[config.mk]
export PLATFORM = sky130hd
export DESIGN_NAME = clkdiv_prog
export DESIGN_NICKNAME = d
export VERILOG_FILES = /design/src/rtl/clkdiv_pkg.sv /design/src/rtl/clkdiv_prog.sv
export SDC_FILE = /design/constraint.sdc
export NUM_CORES = 1
export LEC_CHECK = 0
export ABC_AREA = 1
export CORE_MARGIN = 10
export CORE_UTILIZATION = 49
export DETAILED_ROUTE_END_ITERATION = 6
export GPL_ROUTABILITY_DRIVEN = 0
export PLACE_DENSITY = 0.81
export SLEW_MARGIN = 10
export SYNTH_ARGS = -nofsm -noshare
export SYNTH_HDL_FRONTEND = slang
export SYNTH_SLANG_ARGS = --single-unit
[constraint.sdc]
create_clock -name clk_in -period 3.1 [get_ports clk_in]
set_clock_uncertainty 0.05 [all_clocks]
set_input_delay 0.62 -clock clk_in [delete_from_list [all_inputs] [get_ports clk_in]]
set_output_delay 0.62 -clock clk_in [all_outputs]
set_load 0.01 [all_outputs]
[src/rtl/clkdiv_pkg.sv]
// clkdiv_pkg: shared constants and helpers for the programmable clock divider.
//   DIV_MIN   : smallest legal division ratio.
//   sat_div   : clamps a requested ratio up to DIV_MIN (0 and 1 become 2).
//   half_ceil : length of the high phase, H = ceil(N/2).
package clkdiv_pkg;

  localparam int unsigned DIV_MIN = 2;

  function automatic int unsigned sat_div(input int unsigned v);
    return (v < DIV_MIN) ? DIV_MIN : v;
  endfunction

  // Shift-and-add form keeps this overflow-free at the maximum ratio.
  function automatic int unsigned half_ceil(input int unsigned n);
    return (n >> 1) + (n & 32'd1);
  endfunction

endpackage

[src/rtl/clkdiv_prog.sv]
// clkdiv_prog: programmable, glitch-free integer clock divider.
//
// Divides clk_in by a runtime-loadable ratio N (2 .. 2^WIDTH-1). A new ratio
// is captured into a pending slot and only takes effect at a period boundary,
// so clk_out never produces a runt pulse. Rise/fall strobes are provided in
// the clk_in domain for logic that must not clock off clk_out.
//
// Optional feature macro: CLKDIV_GATE_EN adds the `en` run/stop input, which
// is sampled only at period boundaries.
//
// Parameters:
//   WIDTH     : width of the ratio and of the period counter.
//   DIV_RESET : ratio active out of reset (>= 2).
// Ports:
//   clk_in    : source clock, all logic on its rising edge.
//   rst       : synchronous active-high reset.
//   en        : (CLKDIV_GATE_EN only) run/stop request.
//   div_val   : requested ratio; 0 and 1 saturate to 2.
//   div_load  : one-cycle request to capture div_val.
//   div_busy  : a captured ratio is pending; further loads are ignored.
//   clk_out   : registered divided clock.
//   tick_rise : one-cycle pulse in the cycle clk_out goes 0->1.
//   tick_fall : one-cycle pulse in the cycle clk_out goes 1->0.
module clkdiv_prog
  import clkdiv_pkg::*;
#(
  parameter int WIDTH     = 8,
  parameter int DIV_RESET = 2
) (
  input  logic             clk_in,
  input  logic             rst,
`ifdef CLKDIV_GATE_EN
  input  logic             en,
`endif
  input  logic [WIDTH-1:0] div_val,
  input  logic             div_load,
  output logic             div_busy,
  output logic             clk_out,
  output logic             tick_rise,
  output logic             tick_fall
);

  localparam logic [WIDTH-1:0] ONE = WIDTH'(1);

  // cnt holds the phase index k that the next edge will present on the
  // registered outputs; k = 0 at that edge marks a period boundary.
  logic [WIDTH-1:0] cnt;
  logic [WIDTH-1:0] n_act;
  logic [WIDTH-1:0] n_pend;
  logic             pend;

  logic             run;
  logic             boundary;
  logic             apply;
  logic             last;
  logic [WIDTH-1:0] n_use;
  logic [WIDTH-1:0] h_use;

`ifdef CLKDIV_GATE_EN
  assign run = en;
`else
  assign run = 1'b1;
`endif

  always_comb begin
    boundary = (cnt == '0);
    // A pending ratio switches in only at a running boundary; the period
    // starting at this edge already uses the new ratio and its H.
    apply    = boundary && pend && run;
    n_use    = apply ? n_pend : n_act;
    h_use    = WIDTH'(half_ceil(32'(n_use)));
    last     = (cnt == (n_use - ONE));
  end

  always_ff @(posedge clk_in) begin
    if (rst) begin
      cnt       <= '0;
      n_act     <= WIDTH'(DIV_RESET);
      n_pend    <= WIDTH'(DIV_RESET);
      pend      <= 1'b0;
      clk_out   <= 1'b0;
      tick_rise <= 1'b0;
      tick_fall <= 1'b0;
    end else begin
      if (boundary && !run) begin
        // Stopped: park at k = 0 after a complete low phase.
        clk_out   <= 1'b0;
        tick_rise <= 1'b0;
        tick_fall <= 1'b0;
      end else begin
        clk_out   <= (cnt < h_use);
        tick_rise <= boundary;
        tick_fall <= (cnt == h_use);
        cnt       <= last ? '0 : cnt + ONE;
      end

      // Pend is still 0 in a capture cycle, so a load on a boundary can
      // never apply at that same boundary.
      if (apply) begin
        n_act <= n_pend;
        pend  <= 1'b0;
      end else if (div_load && !pend) begin
        n_pend <= WIDTH'(sat_div(32'(div_val)));
        pend   <= 1'b1;
      end
    end
  end

  assign div_busy = pend;

endmodule

==> out/metrics.yaml <==
yosys:
  synth_fp_nets: 280
  synth_mux_area_share_pct: 0
  synth_warnings: 0
  synth_compound_area_share_pct: 6.551
  synth.distinct_cells: 32
  syn-instance-count: 256
  yosysTopAreaCellShare_pct: 28.77
  yosysTopAreaCell: "dfxtp_1"
  ys_ff_latch: 28
  synth_fa_ha_area_share_pct: 8.349
  netlist_top_cells_area: "dfxtp_1, ha_1, nand2_1, inv_1, xor2_1"
  synth_top_family_by_area: "simple AND/OR/NAND/NOR gates"
  seq_area_frac_synth_pct: 28.77
  netlist_area_mm2: 0.001948
  synth_xor_area_share_pct: 7.001
  syn_avg_cell_area_um2: 7.610
  synthSimpleGateAreaFrac_pct: 39.88
setup_path:
  cp_cell_sequence: "inv_2, ha_2, nand3_4, nor2_8, nand3_2, nand2_4, inv_4, ha_1, ha_1, nand3_1, nor3_2, xor2_1, ha_1, nand2_1, a211oi_1, nor3_1"
  start_kind: "flip-flop"
  critPathMaxStageDelay_ns: 0.36
  worstPathArrival_ns: 3.03
  slowest_stage: "dfxtp_1"
  required_ns: 3.20
  crit_fanout: 8
  crit_path_end_kind: "flip-flop"
  worstSetupPathType: "reg -> reg"
  cp_common_cell: "ha_1"
routing:
  drt_first_pass_iters: 4
  wl_per_cell_um: 12.48
  drt_iter0_drc: 207
  vias: 1619
  wirelength_um: 4006
  postRouteAntennaNets: 0
  vias_per_cell: 5.044
  drcViolationCount: 0
pwr:
  peakVddDrop_v: 0.0005178
  powerDensity_mw_per_mm2: 786.4
  power_w: 0.001753
  p_leak_nw: 0.9807
global_route:
  grt_usage_pct: 11.74
  grt_antenna_before_repair: 0
  grt_max_degree: 17
  first_global_vias: 1568
  grt_pass1_wl_um: 7044
  overflow: 0
timing:
  worstMarginPinSlew_ns: 0.5389
  fmax_mhz: 341.5
  max_slew_margin_pct: 63.96
  fin_crit_ns: 2.928
  holdWs_ns: 0.4335
  setup_viol: 0
  finalHoldViolCount: 0
  drv_slew: 0
  worst_slack_ns: 0.1719
  fin_crit_sh_pct: 94.45
cts:
  cts.path.max_buffers: 2
  root_buffer: "clkbuf_8"
  cts_tree: "yes"
  cts_buffers: 3
  postCtsHoldBufs: 0
  cts_htree_levels: 1
  worstSkewPairLatency_ns: 0.28
  path_clk_slew_ns: 0.09
  clock-sinks: 28
run:
  drv_cap: 0
floorplan:
  io_pins: 15
  die_h_um: 83.06
  die_area_mm2: 0.006898
  start_util_pct: 52.04
  fp.dieW_um: 83.06
  rows: 22
  core_mm2: 0.003744
final_layout:
  area_growth_pct: 14.45
  nNetsFinal: 298
  num_antenna_cells: 0
  drive_gt1_share_pct: 21.61
placed_design:
  place_hpwl_um: 3142
  numPortBuffers: 14
  dp_slack_ns: 0.1556
outcome:
  status: "finished clean"
worst_hold_path:
  hp-class: "reg -> reg"
[cell type report]
cell class,instances,area (um^2)
flip-flops and latches,28,560.5
clock inverters,1,30.03
repair buffers,17,162.7
fillers,374,1514
multi-input cells,183,1217
inverters,41,157.7
well taps,48,60.06
clock buffers,3,41.29
[layout by cell type, fill, tap and decap left out, types with 2 or more instances in the layout]
cell type | Yosys | routed
o21ai_0 | 9 | 9
a21oi_1 | 7 | 7
inv_1 | 34 | 33
nand2_1 | 42 | 42
nor2_2 | 11 | 11
clkdlybuf4s50_1 | 0 | 14
ha_1 | 13 | 12
o21ai_2 | 2 | 2
nor2_4 | 3 | 3
nor3_1 | 5 | 4
dfxtp_1 | 28 | 28
nand3_1 | 18 | 18
clkbuf_8 | 0 | 3
nand4_1 | 4 | 4
nand3_4 | 4 | 4
inv_2 | 5 | 6
buf_4 | 1 | 3
xnor2_1 | 2 | 2
nand3_2 | 4 | 4
nand2_4 | 7 | 7
nand2_2 | 8 | 8
xor2_1 | 11 | 11
a211oi_1 | 3 | 3
nor2_1 | 23 | 23
[routing by layer]
layer	global-route usage (%)	wire (um)
met1	14.36	1885
met2	18.72	1873
met3	2.539	164
met4	6.000	83
met5	0	0
[cell families after synthesis]
family          after synthesis
compound gates               22
xor+xnor                     14
simple gates                134
buf+inv                      45
flops                        28
fa+ha+maj                    13
[state kept, by name (all words and copies together), names as in the netlist]
signal     count
cnt            8
n_act          8
tick_rise      1
tick_fall      1
clk_out        1
n_pend         8
div_busy       1
[timing repair]
item	CTS	global route
setup endpoints to repair	0	2
gates resized for setup	0	4
buffers inserted	0	1
[path summary, 6_finish.rpt]
kind / startpoint / to / slack [ns] / cells past startpoint
min reg2reg: n_pend[2] / n_pend[2] / 0.43 / 2
min: n_pend[2] / n_pend[2] / 0.43 / 2
max: cnt[0] / clk_out / 0.17 / 16
max reg2reg: cnt[0] / clk_out / 0.17 / 16
[synth_stat cells, drive strengths merged]
library cell	instances
a211oi	3
inv	40
ha	13
xnor3	1
buf	2
o21bai	1
nand4	4
xnor2	2
xor2	11
dfxtp	28
clkinv	1
nor3	5
o21ai	11
a21oi	7
nand3	26
nor4	2
nand2	57
clkbuf	2
nor2	38
nand3b	2
[stage by stage]
stage / area, um^2 / TNS, ns / instances / utilization [%]
3_3_place_gp: 2137 / 0 / 316 / 57.09
2_1_floorplan: 1948 / 0 / 256 / -
5_1_grt: 2230 / -0.008038 / 321 / 59.56
6_report: 2230 / 0 / 321 / 59.56
4_1_cts: 2208 / 0 / 320 / 58.99
3_5_place_dp: 2137 / 0 / 316 / 57.09
[where the power goes]
group	internal [W]	leakage, nW	switching [W]	total [W]
clock network	0.000173	0.0357	0.000115	0.000288
registers	0.000428	0.230	0.0000464	0.000474
logic	0.000383	0.715	0.000608	0.000991
[worst max-delay path: cells and delay by family (launching register included)]
kind | cells | cell delay, ns
AO/OA/AOI/OAI | 1 | 0.23
XOR/XNOR | 1 | 0.15
adder cells (fa/ha/maj) | 4 | 0.93
buffers and inverters | 2 | 0.14
flip-flops | 1 | 0.36
AND/OR/NAND/NOR | 8 | 0.95
No activity file was read; power rests on OpenSTA's default activity.
